[config.mk]
export PLATFORM = sky130hd
export DESIGN_NAME = instruction_loader
export DESIGN_NICKNAME = d
export VERILOG_FILES = /design/src/rtl/instruction_loader_pkg.sv /design/src/rtl/loader_word_assembler.sv /design/src/rtl/instruction_loader.sv
export SDC_FILE = /design/constraint.sdc
export NUM_CORES = 1
export LEC_CHECK = 0
export CAP_MARGIN = 20
export CORE_ASPECT_RATIO = 2
export CORE_MARGIN = 2
export CORE_UTILIZATION = 59
export CTS_CLUSTER_DIAMETER = 50
export DETAILED_ROUTE_END_ITERATION = 12
export GPL_TIMING_DRIVEN = 0
export PLACE_DENSITY = 0.9
export SYNTH_ARGS = -nofsm -noshare
export SYNTH_HDL_FRONTEND = slang
export SYNTH_SLANG_ARGS = --single-unit
[constraint.sdc]
create_clock -name clk -period 3.7 [get_ports clk]
set_input_delay 0.925 -clock clk [delete_from_list [all_inputs] [get_ports clk]]
set_output_delay 0.925 -clock clk [all_outputs]
set_load 0.02 [all_outputs]
[src/rtl/instruction_loader_pkg.sv]
// ============================================================================
// Module  : instruction_loader_pkg
// Brief   : Shared states, widths and helpers for the boot-time program loader.
// Revision: 1.0
// ============================================================================
`default_nettype none

package instruction_loader_pkg;

    localparam int WORD_BYTES = 4;
    localparam int LEN_W      = 16;
    localparam int IDX_W      = $clog2(WORD_BYTES);

    typedef logic [2:0] state_t;

    localparam state_t ST_IDLE   = 3'd0;
    localparam state_t ST_LEN_LO = 3'd1;
    localparam state_t ST_LEN_HI = 3'd2;
    localparam state_t ST_DATA   = 3'd3;
    localparam state_t ST_CHECK  = 3'd4;
    localparam state_t ST_DONE   = 3'd5;
    localparam state_t ST_ERROR  = 3'd6;

    // Word index to the byte address the fetch side presents.
    function automatic logic [31:0] word_to_byte_addr(input logic [LEN_W-1:0] idx);
        return {{(32-LEN_W-IDX_W){1'b0}}, idx, {IDX_W{1'b0}}};
    endfunction

endpackage

`default_nettype wire

[src/rtl/loader_word_assembler.sv]
// ============================================================================
// Module  : loader_word_assembler
// Brief   : Places little-endian stream bytes into 32-bit word lanes and flags
//           the byte that completes a word.
// Revision: 1.0
// ============================================================================
`default_nettype none

module loader_word_assembler
    import instruction_loader_pkg::*;
(
    input  logic        clk,
    input  logic        reset,
    input  logic        clear,
    input  logic        fire,
    input  logic [7:0]  byte_in,
    output logic [31:0] word,
    output logic        word_complete
);

    logic [31:0]      lanes;
    logic [IDX_W-1:0] byte_index;

    always_ff @(posedge clk or negedge reset) begin
        if (!reset) begin
            lanes      <= '0;
            byte_index <= '0;
        end else if (clear) begin
            lanes      <= '0;
            byte_index <= '0;
        end else if (fire) begin
            lanes[{byte_index, 3'b000} +: 8] <= byte_in;
            byte_index                       <= byte_index + IDX_W'(1);
        end
    end

    // Word including the byte in flight, so the completing byte needs no extra cycle.
    always_comb begin
        word                              = lanes;
        word[{byte_index, 3'b000} +: 8]   = byte_in;
    end

    assign word_complete = fire && (byte_index == IDX_W'(WORD_BYTES - 1));

endmodule

`default_nettype wire

[src/rtl/instruction_loader.sv]
// ============================================================================
// Module  : instruction_loader
// Brief   : Loads a length-prefixed byte image into instruction memory and
//           holds the core in reset until it is complete.
//           Optional trailing XOR checksum: define LOADER_CHECKSUM_EN.
// Revision: 1.0
// ============================================================================
`default_nettype none

module instruction_loader
    import instruction_loader_pkg::*;
#(
    parameter int SIZE = 128
) (
    input  logic        clk,
    input  logic        reset,
    input  logic        start,
    input  logic [7:0]  byteIn,
    input  logic        byteValid,
    output logic        byteReady,
    output logic        writeEnable,
    output logic [31:0] writeAdress,
    output logic [31:0] writeData,
    output logic        busy,
    output logic        done,
    output logic        error,
    output logic        cpuHold
);

    localparam logic [LEN_W-1:0] SIZE_W = LEN_W'(SIZE);
`ifdef LOADER_CHECKSUM_EN
    localparam state_t ST_PAYLOAD_END = ST_CHECK;
`else
    localparam state_t ST_PAYLOAD_END = ST_DONE;
`endif

    state_t           state;
    logic [7:0]       len_lo;
    logic [LEN_W-1:0] word_count;
    logic [LEN_W-1:0] word_index;
`ifdef LOADER_CHECKSUM_EN
    logic [7:0]       checksum;
`endif

    logic             w_fire;
    logic             w_start_ok;
    logic [LEN_W-1:0] w_count;
    logic [31:0]      w_word;
    logic             w_word_complete;

    assign byteReady  = (state == ST_LEN_LO) || (state == ST_LEN_HI) ||
                        (state == ST_DATA)   || (state == ST_CHECK);
    assign busy       = byteReady;
    assign done       = (state == ST_DONE);
    assign error      = (state == ST_ERROR);
    assign cpuHold    = (state != ST_DONE);

    assign w_fire     = byteValid && byteReady;
    assign w_start_ok = start && ((state == ST_IDLE) || (state == ST_DONE) ||
                                  (state == ST_ERROR));
    assign w_count    = {byteIn, len_lo};

    loader_word_assembler u_assembler (
        .clk           (clk),
        .reset         (reset),
        .clear         (w_start_ok),
        .fire          (w_fire && (state == ST_DATA)),
        .byte_in       (byteIn),
        .word          (w_word),
        .word_complete (w_word_complete)
    );

    always_ff @(posedge clk or negedge reset) begin
        if (!reset) begin
            state       <= ST_IDLE;
            len_lo      <= '0;
            word_count  <= '0;
            word_index  <= '0;
            writeEnable <= 1'b0;
            writeAdress <= '0;
            writeData   <= '0;
`ifdef LOADER_CHECKSUM_EN
            checksum    <= '0;
`endif
        end else begin
            writeEnable <= 1'b0;
            case (state)
                ST_IDLE, ST_DONE, ST_ERROR: begin
                    if (start) begin
                        state      <= ST_LEN_LO;
                        word_index <= '0;
`ifdef LOADER_CHECKSUM_EN
                        checksum   <= '0;
`endif
                    end
                end
                ST_LEN_LO: begin
                    if (w_fire) begin
                        len_lo <= byteIn;
                        state  <= ST_LEN_HI;
                    end
                end
                ST_LEN_HI: begin
                    if (w_fire) begin
                        word_count <= w_count;
                        if (w_count > SIZE_W)
                            state <= ST_ERROR;
                        else if (w_count == '0)
                            state <= ST_PAYLOAD_END;
                        else
                            state <= ST_DATA;
                    end
                end
                ST_DATA: begin
                    if (w_fire) begin
`ifdef LOADER_CHECKSUM_EN
                        checksum <= checksum ^ byteIn;
`endif
                        if (w_word_complete) begin
                            writeEnable <= 1'b1;
                            writeAdress <= word_to_byte_addr(word_index);
                            writeData   <= w_word;
                            word_index  <= word_index + LEN_W'(1);
                            if (word_index == word_count - LEN_W'(1))
                                state <= ST_PAYLOAD_END;
                        end
                    end
                end
`ifdef LOADER_CHECKSUM_EN
                ST_CHECK: begin
                    if (w_fire)
                        state <= (byteIn == checksum) ? ST_DONE : ST_ERROR;
                end
`endif
                default: state <= ST_IDLE;
            endcase
        end
    end

endmodule

`default_nettype wire

==> results.cfg, run 1 <==
[grt]
top_usage_layer = met2
grt_usage_pct = 30.7
met2_usage_pct = 48.7
grt_max_degree = 102
grt_pass1_vias = 4971
grt_pass1_wl_mm = 25.4
antenna_found_initial = 0
grt_overflow = 0
grt_use_met1_pct = 39.0
grtUsageMet3_pct = 6.76

[pwr]
fin_total_pwr_mw = 6.11
p_sw_share_pct = 35.8
internal_power_mw = 3.92
power_per_cell_area_nw_per_um2 = 810
combPwrFrac_pct = 36.6
p_sw_mw = 2.19
p_seq_share_pct = 32.7
worst_ir_drop_vdd_mv = 0.656
power.share.clock_pct = 30.7
p_leak_nw = 3.34

[synth]
avgSynthCellArea_um2 = 10.1
synthArstFlopShare_pct = 100
seq_area_frac_synth_pct = 49.5
synth_flop_cell = dfrtp_1
syn_area_um2 = 5970
yosys-top-cells-area = dfrtp_1 (49%), nor2_1 (6.2%), nand2_1 (4.1%), mux2_2 (3.8%), a221oi_1 (3.5%)
synth_seq_cells = 118
synth_most_common_cell = dfrtp_1
yosys_warnings = 0
synth_cell_types = 60
synth-edff-count = 0
synth_top_cell_by_area = dfrtp_1
synth_common_cells = dfrtp_1 (118), nor2_1 (98), nand2_1 (65)
synthCells = 589
synth_top_area_share_pct = 49.5

[timing]
slew_headroom_pct = 48.7
clock_skew_ns = 0.00665
fmax_ghz = 0.329
setup_viol = 0
layout_min_cycle_time_ns = 3.04
final.period_utilization_pct = 82.3
final_hold_viol_count = 0
rsz0062_at_grt = false
fin_hold_ws_ns = 0.334
tightest_slew_ns = 0.768
maxSlewViolCount = 0

[cts]
cts_hold_buf = 0
cts-buffers-inserted = 17
path_clk_slew_ns = 0.05
htree_levels = 4
clkLatencyLatePin_ns = 0.42
cts_tree = yes
cts.sinks = 118
cts_root_buf = clkbuf_16
cts.path.max_buffers = 2
post_cts_resized = 0
cts_setup_buffers = 0

[worst_setup_path]
cp_common_cell = buf_4
cp-end-kind = output pin
crit_family = buffers and inverters
crit_buf_inv = 3
cp-start-kind = flop
crit_chain = buf_4, nor2_1, xnor2_1, buf_4, clkdlybuf4s50_1
cp_max_fo = 9
slowest_stage = clkdlybuf4s50_1
cpPeakStageDelay_ns = 0.59
path_class = reg2out
crit_required_ns = 2.77
critPathArrivalTime_ns = 2.12

[floorplan]
die_h_um = 146
die_w_um = 75.1
coreArea_um2 = 9950
dieArea_um2 = 11000
pin_count = 82
start_util_pct = 59.9
rows = 52

[placement]
dpl.hpwl_mm = 9.76
port_buffers = 65
place.gp.congestion = 0.894

[finish]
area_growth_pct = 26.4
antennaDiodeCount = 0
nNetsFinal = 708
drive_gt1_share_pct = 15.0

[drt]
first_pass_iters = 6
antenna_left = 0
routedWlPerCell_um = 18.8
drc = 0
drt-total-wl_mm = 15.8
routed-via-count = 5079
vias_per_cell = 6.07
drtIter0Drc = 536

[hold_path]
hold_path.class = in2async

[job]
maxCapViolCount = 0

[outcome]
outcome = finished clean
## worst paths after layout
kind / startpoint / endpoint / slack [ns] / depth (start not counted)
setup / recovery: state[0] / byteReady / 0.66 / 5
hold / removal: reset / writeData[5] / 0.33 / 1
setup reg to reg: u_assembler.byte_index[0] / u_assembler.lanes[1] / 1.01 / 8
hold reg to reg: writeAdress[13] / writeAdress[13] / 0.47 / 2
max in group asynchronous: reset / writeAdress[5] / 2.62 / 2
min in group clk: writeAdress[13] / writeAdress[13] / 0.47 / 2
## flip-flops by register name, summed over array words and instances, names as in the netlist
register                flops
len_lo                      8
writeEnable                 1
u_assembler.lanes          24
writeData                  32
u_assembler.byte_index      2
writeAdress                16
word_count                 16
word_index                 16
state                       3
## metrics by stage
stage / instance area [um2] / cells / setup TNS [ns] / util (%) / setup WS, ns
3_5_place_dp: 6870 / 805 / 0 / 69.0 / 0.628
3_3_place_gp: 6840 / 804 / -315.07 / 68.7 / -2.68
6_report: 7540 / 837 / 0 / 75.8 / 0.656
2_1_floorplan: 6020 / 604 / 0 / - / 1.46
4_1_cts: 7540 / 837 / 0 / 75.8 / 0.664
5_1_grt: 7540 / 837 / 0 / 75.8 / 0.592
## power groups by stage
stage	Sequential [mW]	Combinational [mW]	Clock (mW)
final	2.00	2.23	1.88
after floorplan	2.09	1.32	0
after global routing	2.03	2.40	1.94
after detailed placement	1.98	2.16	0
after CTS	1.98	2.22	1.89
after global placement	1.97	2.07	0
## cell families (layout without fill, tap and decap cells)
group                    Yosys count  in the layout  share of synthesized area, %
XOR/XNOR                          37             37                          5.56
multiplexers                      21             21                          3.94
adder cells (fa/ha/maj)            7              7                          1.47
AO/OA/AOI/OAI                     98             98                          14.0
other                              1             16                        0.0629
flip-flops                       118            118                          49.5
buffers and inverters             77            175                          6.75
AND/OR/NAND/NOR                  230            230                          18.7
## worst reg2reg max path, stage by stage (launching register included)
cell	delay [ns]
dfrtp_1	0.49
inv_1	0.28
ha_1	0.22
clkinv_1	0.23
nor4b_2	0.72
and2_1	0.21
buf_2	0.18
a22oi_1	0.10
nor2_1	0.16
## layout make-up
class	instances	area [um2]
buffer	62	347
fill	646	2410
tap	135	169
sequential	118	2950
inverter	15	56.3
timing repair buffer	66	679
multi-input combinational	409	2670
clock buffer	20	447
clock inverter	12	225
## placed cells by master, fill, tap and decap left out, types with 5 or more instances in the layout
cell / netlist / final
nor3_1: 8 / 8
buf_6: 4 / 5
dfrtp_1: 118 / 118
nand2_1: 65 / 65
xor2_1: 12 / 12
buf_4: 20 / 20
a2111oi_2: 6 / 6
nand4_1: 6 / 6
conb_1: 1 / 16
nor4_1: 9 / 9
mux2_2: 20 / 20
o22ai_1: 5 / 5
buf_2: 7 / 7
nand3_1: 8 / 8
ha_1: 7 / 7
nor2_1: 98 / 98
xnor2_1: 24 / 24
clkbuf_16: 0 / 17
clkbuf_1: 28 / 30
a22oi_1: 24 / 24
clkdlybuf4s50_1: 0 / 64
inv_1: 11 / 11
nand2b_1: 5 / 5
a22o_1: 8 / 8
o21ai_0: 11 / 11
a221oi_1: 24 / 24
bufinv_16: 0 / 6
## routing by layer
metal,share of wire (%),up-vias
met3,8.3,58
met1,37,2499
met5,0,-
met4,3.5,0
met2,51,295
li1,-,2227
Note: power is estimated with default switching activity, not from simulation.
==> inputs of run 2 (changes only) <==
- CORE_UTILIZATION: 59 -> 50
- PLACE_DENSITY: 0.9 -> 0.82
- clock period: 3.7 -> 2.6 ns (I/O delays scaled with it)
==> run 2 against run 1 <==
  * Sequential cell count did not move
  * Worst setup slack got worse by 0.60 ns
  * Register-to-register slack got worse by 0.87 ns
  * Utilization fell by 11 points
  * Critical path type is now in2reg
==> results.cfg, run 2 (same netlist as run 1, synthesis figures left out) <==
[cts]
cts-buffers-inserted = 17
cts_tree = yes
cts_root_buf = clkbuf_16
path_clk_slew_ns = 0.06
cts.path.max_buffers = 2
clkLatencyLatePin_ns = 0.41
cts.sinks = 118
htree_levels = 4
cts_hold_buf = 0

[job]
maxCapViolCount = 0

[placement]
dpl.hpwl_mm = 11.2
place.gp.congestion = 0.906
port_buffers = 65
placed_cells_incl_taps = 815

[worst_setup_path]
path_class = in2reg
crit_required_ns = 2.88
cp_max_fo = 10
cp-start-kind = primary input
cp-end-kind = flop
rrSetupSlack_ns = 0.14
critPathArrivalTime_ns = 2.82

[drt]
routed-via-count = 4995
drtIter0Drc = 345
drc = 0
first_pass_iters = 5
antenna_left = 0
vias_per_cell = 5.86
drt-total-wl_mm = 16.0
routedWlPerCell_um = 18.8

[floorplan]
coreArea_um2 = 11700
die_h_um = 158
pin_count = 82
start_util_pct = 51.0
rows = 56
dieArea_um2 = 12900
die_w_um = 81.2

[timing]
maxSlewViolCount = 0
fin_hold_ws_ns = 0.271
clock_skew_ns = 0.0115
final.period_utilization_pct = 97.9
fmax_ghz = 0.393
setup_viol = 0
rsz0062_at_grt = true
layout_min_cycle_time_ns = 2.55
slew_headroom_pct = 56.0
tightest_slew_ns = 0.660
final_hold_viol_count = 0

[finish]
reg_top3 = writeData: 32 flops, u_assembler.lanes: 24 flops
stdcell_count = 852
area_growth_pct = 27.1
layout_commonest_cell = dfrtp_1
largest-register = writeData
largest_reg_flops = 32
layout_common_cells = dfrtp_1 (118), nor2_1 (97), nand2_1 (65)
antennaDiodeCount = 0
drive_gt1_share_pct = 15.4
final_core_util_pct = 64.8
nNetsFinal = 714

[grt]
grt_overflow = 0
grt_usage_pct = 26.5
grt_pass1_wl_mm = 25.5
antenna_found_initial = 0
grt_max_degree = 69
grt_pass1_vias = 5163

[pwr]
worst_ir_drop_vdd_mv = 1.17
p_leak_nw = 3.38
power_per_cell_area_nw_per_um2 = 1140
fin_total_pwr_mw = 8.63

[hold_path]
hold_path.class = in2async

[outcome]
outcome = finished clean
run 2: cell types whose count changed in the layout (fill, tap and decap cells not counted), sizes merged, moves of 2 or more:
| cell | previous run | this run |
|---|---|---|
| buf | 36 | 42 |
| clkinvlp | 3 | 1 |
| clkdlybuf4s50 | 64 | 60 |
| dlygate4sd2 | 0 | 3 |
| clkbuf | 48 | 51 |
run 2: final timing paths:
path | start | endpoint | cells after the start
min in group clk | writeAdress[5] | writeAdress[5] | 2
min reg2reg | writeAdress[5] | writeAdress[5] | 2
max reg2reg | word_count[0] | state[1] | 9
max in group asynchronous | reset | writeData[9] | 2
max | byteValid | state[1] | 9
min | reset | writeData[22] | 1
run 2: area by class of cell:
cell class / instances / area [um2]
inverter: 15 / 56.3
sequential: 118 / 2950
timing repair buffer: 72 / 719
fill: 879 / 4120
clock inverter: 8 / 171
tap: 145 / 181
buffer: 62 / 347
clock buffer: 23 / 468
multi-input combinational: 409 / 2690
run 2: critical path, stage by stage:
cell and delay [ns]:
clkdlybuf4s50_1 0.55, and4b_1 0.23, buf_4 0.20, nand2_4 0.09, buf_6 0.16, nor3_1 0.20, o2111ai_1 0.16, nor4_2 0.44
o21ai_0 0.15
run 2: through the flow:
stage                     setup WS (ns)  setup TNS, ns  cell area (um2)
after floorplan                   0.416              0             6020
after global placement            -3.33        -395.77             6850
after detailed placement         -0.349          -6.21             6880
after CTS                       0.00890              0             7530
after global routing            -0.0111        -0.0111             7580
final                            0.0541              0             7580
run 2: repair_timing:
action | 4_1_cts | 5_1_grt
cloned | 0 | 0
pin swaps | 0 | 2
endpoints found under the setup margin | 11 | 27
resized for setup | 5 | 3
setup buffers | 0 | 6
run 2: report_power, final:
part           internal [mW]  switching (mW)
Combinational           1.44            1.80
Sequential              2.36           0.474
Clock                   1.75           0.810
run 2: per-layer routing:
layer / share of wire (%) / up-vias / global-route usage (%)
met3: 4.4 / 82 / 5.39
met1: 34 / 2444 / 25.6
li1: - / 2242 / -
met2: 56 / 227 / 48.5
met4: 5.7 / 0 / 18.1
met5: 0 / - / 0
